$ cat config.mk
export PLATFORM = sky130hd
export DESIGN_NAME = vending_controller
export DESIGN_NICKNAME = d
export VERILOG_FILES = /design/src/rtl/vend_pkg.sv /design/src/rtl/vend_item_table.sv /design/src/rtl/vending_controller.sv
export SDC_FILE = /design/constraint.sdc
export NUM_CORES = 1
export LEC_CHECK = 0
export ABC_AREA = 1
export CELL_PAD_IN_SITES_DETAIL_PLACEMENT = 0
export CELL_PAD_IN_SITES_GLOBAL_PLACEMENT = 1
export CORE_AREA = 2 2 166 331
export DETAILED_ROUTE_END_ITERATION = 7
export DIE_AREA = 0 0 168 333
export GPL_ROUTABILITY_DRIVEN = 0
export PLACE_DENSITY_LB_ADDON = 0.1
export SLEW_MARGIN = 10
export SYNTH_ARGS = -nofsm -noshare
export SYNTH_HDL_FRONTEND = slang
export SYNTH_SLANG_ARGS = --single-unit
$ cat constraint.sdc
create_clock -name I_CLK -period 2.4 [get_ports I_CLK]
set_input_delay 0.48 -clock I_CLK [delete_from_list [all_inputs] [get_ports I_CLK]]
set_output_delay 0.48 -clock I_CLK [all_outputs]
set_load 0.05 [all_outputs]
$ cat src/rtl/vend_pkg.sv
// Shared definitions for the vending controller: FSM state codes, coin values
// and the index-width helper used to size table addresses.
package vend_pkg;

  localparam logic [2:0] S_IDLE   = 3'd0;
  localparam logic [2:0] S_LOOKUP = 3'd1;
  localparam logic [2:0] S_PAY    = 3'd2;
  localparam logic [2:0] S_VEND   = 3'd3;
  localparam logic [2:0] S_CHANGE = 3'd4;
  localparam logic [2:0] S_REFUND = 3'd5;

  localparam int COIN_1   = 1;
  localparam int COIN_5   = 5;
  localparam int COIN_10  = 10;
  localparam int COIN_25  = 25;
  localparam int COIN_100 = 100;
  localparam int COIN_500 = 500;

  // Address width for n entries, never narrower than one bit.
  function automatic int idx_width(input int n);
    return (n < 2) ? 1 : $clog2(n);
  endfunction

endpackage

$ cat src/rtl/vend_item_table.sv
// Per-item price and stock registers with one write port, one registered read
// port and a stock decrement strobe used when an item is dispensed.
module vend_item_table #(
  parameter int NUM_ITEMS = 16,
  parameter int AMT_W     = 16,
  parameter int STOCK_W   = 4,
  parameter int IDX_W     = 4,
  parameter int DEF_PRICE = 100
) (
  input  logic               clk,
  input  logic               rst_n,
  input  logic               we,
  input  logic [IDX_W-1:0]   wr_idx,
  input  logic [AMT_W-1:0]   wr_price,
  input  logic [STOCK_W-1:0] wr_stock,
  input  logic [IDX_W-1:0]   rd_idx,
  output logic [AMT_W-1:0]   rd_price,
  output logic [STOCK_W-1:0] rd_stock,
  input  logic               dec,
  input  logic [IDX_W-1:0]   dec_idx
);

  logic [AMT_W-1:0]   price_r [NUM_ITEMS];
  logic [STOCK_W-1:0] stock_r [NUM_ITEMS];

  // Table storage: writes and dispense decrements never coincide in the controller.
  always_ff @(posedge clk or negedge rst_n) begin
    if (!rst_n) begin
      for (int i = 0; i < NUM_ITEMS; i++) begin
        price_r[i] <= AMT_W'(DEF_PRICE);
        stock_r[i] <= '0;
      end
    end else begin
      for (int i = 0; i < NUM_ITEMS; i++) begin
        if (we && (wr_idx == IDX_W'(i))) begin
          price_r[i] <= wr_price;
          stock_r[i] <= wr_stock;
        end else if (dec && (dec_idx == IDX_W'(i)) && (stock_r[i] != '0)) begin
          stock_r[i] <= stock_r[i] - STOCK_W'(1);
        end
      end
    end
  end

  // Registered read; a same-cycle write to the addressed item is forwarded.
  always_ff @(posedge clk or negedge rst_n) begin
    if (!rst_n) begin
      rd_price <= '0;
      rd_stock <= '0;
    end else if (we && (wr_idx == rd_idx)) begin
      rd_price <= wr_price;
      rd_stock <= wr_stock;
    end else begin
      rd_price <= price_r[rd_idx];
      rd_stock <= stock_r[rd_idx];
    end
  end

endmodule

$ cat src/rtl/vending_controller.sv
// Clocked vending controller: keypad selection, coin credit, price/stock lookup,
// dispense, change and refund strobes between the front end and the hopper drivers.
module vending_controller
  import vend_pkg::*;
#(
  parameter int  NUM_ROWS    = 4,
  parameter int  NUM_COLS    = 4,
  parameter int  AMT_W       = 16,
  parameter int  STOCK_W     = 4,
  parameter int  TIMEOUT_CYC = 1000,
  parameter int  DEF_PRICE   = 100,
  localparam int IDX_W       = idx_width(NUM_ROWS * NUM_COLS)
) (
  input  logic                I_CLK,
  input  logic                I_RESET_N,
  input  logic [NUM_ROWS-1:0] I_ROW_SEL,
  input  logic [NUM_COLS-1:0] I_COL_SEL,
  input  logic                I_COIN_VALID,
  input  logic [AMT_W-1:0]    I_COIN_VAL,
  input  logic                I_CANCEL,
  input  logic                I_CFG_WE,
  input  logic [IDX_W-1:0]    I_CFG_IDX,
  input  logic [AMT_W-1:0]    I_CFG_PRICE,
  input  logic [STOCK_W-1:0]  I_CFG_STOCK,
  output logic [AMT_W-1:0]    O_CREDIT,
  output logic [AMT_W-1:0]    O_PRICE,
  output logic [IDX_W-1:0]    O_SEL,
  output logic                O_SUCCESS,
  output logic [AMT_W-1:0]    O_CHANGE,
  output logic                O_CHANGE_VALID,
  output logic                O_SOLD_OUT,
  output logic                O_BUSY
);

  localparam int ROW_W = idx_width(NUM_ROWS);
  localparam int COL_W = idx_width(NUM_COLS);
  localparam int TMO_W = idx_width(TIMEOUT_CYC);
  localparam logic [TMO_W-1:0] TMO_LAST = TMO_W'(TIMEOUT_CYC - 1);

  logic [2:0]         state_r, state_nx_s;
  logic [ROW_W-1:0]   row_r, row_enc_s, eff_row_s;
  logic [COL_W-1:0]   col_enc_s;
  logic               row_valid_r, row_hot_s, col_hot_s, sel_s, clear_s;
  logic [IDX_W-1:0]   idx_r, sel_idx_s, sel_r;
  logic [AMT_W-1:0]   credit_r, price_r, change_r, coin_s, credit_sat_s, tbl_price_s;
  logic [AMT_W:0]     credit_sum_s;
  logic [STOCK_W-1:0] tbl_stock_s;
  logic [TMO_W-1:0]   tmo_r;
  logic               success_r, change_valid_r, sold_out_r, busy_r;

  // Keypad decode and saturating credit sum including this cycle's coin.
  always_comb begin
    row_enc_s = '0;
    col_enc_s = '0;
    for (int i = 0; i < NUM_ROWS; i++) row_enc_s = I_ROW_SEL[i] ? ROW_W'(i) : row_enc_s;
    for (int j = 0; j < NUM_COLS; j++) col_enc_s = I_COL_SEL[j] ? COL_W'(j) : col_enc_s;
    row_hot_s    = $onehot(I_ROW_SEL);
    col_hot_s    = $onehot(I_COL_SEL);
    eff_row_s    = row_hot_s ? row_enc_s : row_r;
    sel_s        = col_hot_s && (row_hot_s || row_valid_r);
    sel_idx_s    = IDX_W'(int'(eff_row_s) * NUM_COLS + int'(col_enc_s));
    coin_s       = I_COIN_VALID ? I_COIN_VAL : '0;
    credit_sum_s = {1'b0, credit_r} + {1'b0, coin_s};
    credit_sat_s = credit_sum_s[AMT_W] ? '1 : credit_sum_s[AMT_W-1:0];
  end

  // Next-state logic; in S_PAY a sufficient credit beats reselection, which beats refund.
  always_comb begin
    state_nx_s = state_r;
    case (state_r)
      S_IDLE: begin
        if (sel_s) state_nx_s = S_LOOKUP;
        else if (I_CANCEL && (credit_sat_s != '0)) state_nx_s = S_REFUND;
        else state_nx_s = S_IDLE;
      end
      S_LOOKUP: begin
        if (tbl_stock_s == '0) state_nx_s = S_IDLE;
        else if (credit_r >= tbl_price_s) state_nx_s = S_VEND;
        else state_nx_s = S_PAY;
      end
      S_PAY: begin
        if (credit_r >= price_r) state_nx_s = S_VEND;
        else if (sel_s) state_nx_s = S_LOOKUP;
        else if (I_CANCEL || (!I_COIN_VALID && (tmo_r == TMO_LAST))) state_nx_s = S_REFUND;
        else state_nx_s = S_PAY;
      end
      S_VEND:   state_nx_s = S_CHANGE;
      S_CHANGE: state_nx_s = S_IDLE;
      S_REFUND: state_nx_s = S_IDLE;
      default:  state_nx_s = S_IDLE;
    endcase
    clear_s = (state_nx_s == S_CHANGE) || (state_nx_s == S_REFUND);
  end

  // Transaction registers; the change/refund edge clears credit, price and row.
  always_ff @(posedge I_CLK or negedge I_RESET_N) begin
    if (!I_RESET_N) begin
      state_r        <= S_IDLE;
      row_r          <= '0;
      row_valid_r    <= 1'b0;
      idx_r          <= '0;
      credit_r       <= '0;
      price_r        <= '0;
      change_r       <= '0;
      sel_r          <= '0;
      success_r      <= 1'b0;
      change_valid_r <= 1'b0;
      sold_out_r     <= 1'b0;
      busy_r         <= 1'b0;
      tmo_r          <= '0;
    end else begin
      state_r        <= state_nx_s;
      success_r      <= (state_nx_s == S_VEND);
      change_valid_r <= clear_s;
      sold_out_r     <= (state_r == S_LOOKUP) && (tbl_stock_s == '0);
      busy_r         <= (state_nx_s != S_IDLE) && (state_nx_s != S_PAY);
      tmo_r          <= ((state_r == S_PAY) && (state_nx_s == S_PAY) && !I_COIN_VALID)
                        ? tmo_r + TMO_W'(1) : '0;
      if (state_nx_s == S_LOOKUP) idx_r <= sel_idx_s;
      if (state_nx_s == S_VEND) sel_r <= idx_r;
      if (clear_s) begin
        row_valid_r <= 1'b0;
      end else if (row_hot_s) begin
        row_r       <= row_enc_s;
        row_valid_r <= 1'b1;
      end
      if (state_nx_s == S_CHANGE) begin
        change_r <= credit_r - price_r;
        credit_r <= coin_s;
        price_r  <= '0;
      end else if (state_nx_s == S_REFUND) begin
        change_r <= credit_sat_s;
        credit_r <= '0;
        price_r  <= '0;
      end else begin
        credit_r <= credit_sat_s;
        if (state_r == S_LOOKUP) price_r <= (tbl_stock_s == '0) ? '0 : tbl_price_s;
      end
    end
  end

  vend_item_table #(
    .NUM_ITEMS (NUM_ROWS * NUM_COLS),
    .AMT_W     (AMT_W),
    .STOCK_W   (STOCK_W),
    .IDX_W     (IDX_W),
    .DEF_PRICE (DEF_PRICE)
  ) u_table (
    .clk      (I_CLK),
    .rst_n    (I_RESET_N),
    .we       (I_CFG_WE && (state_r == S_IDLE) && (credit_r == '0)),
    .wr_idx   (I_CFG_IDX),
    .wr_price (I_CFG_PRICE),
    .wr_stock (I_CFG_STOCK),
    .rd_idx   (sel_idx_s),
    .rd_price (tbl_price_s),
    .rd_stock (tbl_stock_s),
    .dec      (state_r == S_VEND),
    .dec_idx  (idx_r)
  );

  assign O_CREDIT       = credit_r;
  assign O_PRICE        = price_r;
  assign O_SEL          = sel_r;
  assign O_SUCCESS      = success_r;
  assign O_CHANGE       = change_r;
  assign O_CHANGE_VALID = change_valid_r;
  assign O_SOLD_OUT     = sold_out_r;
  assign O_BUSY         = busy_r;

endmodule

==> run metrics, run 1 <==
cell taking the most area after synthesis dfrtp_1; worst skew pair latency ~0.57 ns; share of cells above drive strength 1 between 30 and 40%; Mapped Nets a little under 3k; Syn Std Cell Area about 22000 sq um; share of total power in the clock network a little under 20%; largest net degree at the start of global routing 77; Crit path buffers/inverters 3; width of the die 168 microns; setup violators final 204; Int Power 20300 uW; FF-to-FF Start O_CREDIT[0]; final setup skew 0.0174 ns; largest cells by area after synthesis dfrtp_1 41%, nand2_1 9.9%, o21ai_0 9.1%, dfstp_2 5.7%, nor2_1 4.5%; Die Span Y 333 microns; vias per inst 5.71; relative slew slack between 40% and 50%; Min-Delay Path Class primary input to register; ys async rst share 100%; First DRT Iteration DRCs 1714; sequential share of the synthesized area roughly 47%; EDFF count, synth 0; # IOs about 110; CTS tree yes; Placed Instance Area around 27000 sq um; highest fanout seen on the critical path 7; area added between synthesis and finish 43.3%; FF-to-FF setup slack -0.46 ns; most common cell in the synthesized netlist nand2_1; violated checks negative setup slack; Synth top area share between 40% and 50%; Tmin final between 2 and 3 ns; Post-synth top cells 587 x nand2_1, 404 x o21ai_0, 368 x dfrtp_1; DPL Wire Length 60300 microns; final instance area 32000 sq um; total iterations of the first detailed-routing run 7; #FFs+latches synth between 400 and 500; Inserted Clock Buffers 41; GRT Residual Overflow 0; Peak VDD IR 583 uV; Critical Path Source Type register; Cell Chain, Critical Path ha_4 -> fa_2 -> nand3_2 -> nand2_4 -> nand2_4 -> nand2_4 -> nand2_2 -> nand3b_1 -> nor2_2 -> nand3_2 -> nor2_2 -> nand2_4 -> nand3_4 -> nand2_4 -> buf_12 -> inv_12 -> buf_12 -> nand2_2 -> o21ai_1; Initial Util approximately two fifths; leakage dissipation ~0.015 uW; clock-pin slew on the worst setup and hold paths ~0.07 ns; FILL cells 4729; initial antenna violation count 0; Avg WL per Cell 23.7 microns; Multi-input gate area roughly 12000 sq um; total area of sequential cells between 10000 and 15000 sq um; synthesized instance count 2799; core area approximately 53000 sq um; r2r worst-path depth 19; maximum clock frequency between 0.3 and 0.4 GHz; Sink Count roughly 420; Worst Setup SP O_CREDIT[0]; Crit path depth 19; Reg-to-Reg End O_CREDIT[0]; Sw Ratio between 40% and 50%; vias in the first global route between 20k and 25k; first-pass GRT wire length about 130000 microns; Min Hold Slack around 0.33 ns; Setup WS post-layout -0.456 ns; Max-Cap Viols 0; Slew Limit Fails 0; syn_area_per_cell ~8.0 sq um; CP Capture Type register; clock tree buffer depth 3; main flop type after synthesis dfrtp_1; CP peak stage delay around 0.43 ns; CP Class register to register; measured slew at the worst slew-check pin ~0.85 ns; warning count from the yosys run 0; most frequent cell on the critical path nand2_4; slowest CP cell dfrtp_2; H-Tree Level Count 2; Seq pwr share between 20% and 30%; Final ANT Viol Nets 0; status complete, but fails checks; RSZ-0062 raised after global routing true; switching power between 10000 and 15000 uW; GR Util All Layers 31.2%; port bufs between 100 and 150; CP endpoint O_CREDIT[0]; die area around 56000 sq um; Final Cycle Share 119%; Power per Cell Area approximately 1100 nW/um^2; cell family with most CP delay simple AND/OR/NAND/NOR gates; critical path data required time 2.89 ns; Nets roughly 3.4k; combinational share of power a little over half; Hold Path Depth 3; min-delay src I_COIN_VAL[0]; endpoints failing hold 0; DRC viols 0; WL final between 90000 and 100000 microns; synth unique cells 54; Core Rows 120; Root Driver clkbuf_16; CP Data Arrival Time between 3 and 4 ns; vias post-DR ~23k
## logic make-up after synthesis
| family | Yosys count | share of synthesized area [%] |
|---|---|---|
| AOI/OAI and AO/OA | 764 | 19.5 |
| xor gates and xnor gates | 48 | 1.88 |
| adders and majority gates | 73 | 4.23 |
| buffers and inverters | 426 | 7.53 |
| DFF | 416 | 46.9 |
| muxes | 1 | 0.0449 |
| and+or+nand+nor | 1071 | 19.9 |
## placed cells by master (no fill, tap or decap), types with 34 or more instances in the layout
master           synthesis  final
nand2_2                  6     85
dfstp_2                 48     48
o221ai_1                56     46
dfrtp_1                368    366
buf_6                    5     34
ha_1                    69     55
clkdlybuf4s50_1          0     83
clkbuf_16                0     56
o21ai_0                404    242
a21oi_1                152    123
o22ai_1                 72     59
nand2_4                  2     59
nor2_1                 269    225
nand3_1                120    102
buf_4                    5    331
o21ai_1                  4     93
buf_12                   0     64
o21ai_2                  0     72
nand2_1                587    450
inv_1                  267    241
## tightest hold or removal path, delay by kind of cell
kind	cells	cell delay, ns
AND/OR/NAND/NOR	1	0.07
buffers and inverters	1	0.26
AO/OA/AOI/OAI	1	0.06
## flip-flops by register name, summed over array words and instances (netlist names), 2 cells and up
register          cells
u_table.price_r     256
u_table.stock_r      64
O_CHANGE             16
O_CREDIT             16
O_PRICE              16
u_table.rd_price     16
tmo_r                10
O_SEL                 4
idx_r                 4
u_table.rd_stock      4
state_r               3
row_r                 2
## worst min path at each step
stage	to	slack, ns
finish	O_CREDIT[0]	0.33
global route	O_CREDIT[0]	0.34
CTS	O_CREDIT[0]	0.32
detailed placement	O_CREDIT[6]	0.41
global placement	O_CREDIT[6]	0.41
floorplan	O_BUSY	0.18
## stage by stage
stage / instances / TNS [ns] / utilization [%] / power, uW / setup WS (ns)
global route: 3960 / -69.26 / 60.0 / 37200 / -0.605
finish: 3961 / -37.84 / 60.0 / 35300 / -0.456
global placement: 3798 / -147.94 / 50.9 / 24700 / -1.55
detailed placement: 3798 / -151.71 / 50.9 / 25000 / -1.54
CTS: 3927 / -45.62 / 56.6 / 34400 / -0.533
floorplan: 2799 / -40.92 / - / 17600 / -0.578
## power by group through the flow
stage               registers [uW]  logic, uW  clock network, uW
finish                        9100      19400               6850
global route                  9190      20800               7230
CTS                           9010      18500               6940
detailed placement            9120      15900                  0
global placement              9090      15600                  0
floorplan                    10300       7360                  0
## repair_timing
action / in CTS / in global routing
hold buffers: 1 / 0
setup endpoints to repair: 269 / 412
endpoints found under the hold margin: 27 / 0
gates resized for setup: 294 / 465
gates cloned: 17 / 20
setup buffers: 41 / 22
pin swaps: 74 / 69
## area by class of cell
type / instances / area share (%)
Antenna cell: 1 / 0.00783
Timing Repair Buffer: 569 / 18.7
Tap cell: 671 / 2.63
Clock inverter: 17 / 0.701
Inverter: 270 / 3.42
Sequential cell: 416 / 32.8
Multi-Input combinational cell: 1959 / 38.1
Clock buffer: 58 / 3.60
## metal layers
metal | track usage [%] | share of wire [%] | wire length, microns | vias to the layer above
met3 | 3.65 | 5.1 | 4750 | 335
met2 | 58.2 | 52 | 48700 | 858
met1 | 32.1 | 34 | 31500 | 11000
li1 | - | - | - | 10400
met5 | 0 | 0 | 0 | -
met4 | 21.9 | 9.3 | 8750 | 0
Note: power is estimated with default switching activity, not from simulation.
==> run 2, diff against run 1 <==
--- a/config.mk
+++ b/config.mk
@@ -12,6 +12,7 @@
 export DETAILED_ROUTE_END_ITERATION = 7
 export DIE_AREA = 0 0 168 333
 export GPL_ROUTABILITY_DRIVEN = 0
+export HOLD_SLACK_MARGIN = 0.1
 export PLACE_DENSITY_LB_ADDON = 0.1
 export SLEW_MARGIN = 10
 export SYNTH_ARGS = -nofsm -noshare
==> results of run 2 <==
No change in the layout: final DEF, timing and power equal those of run 1.
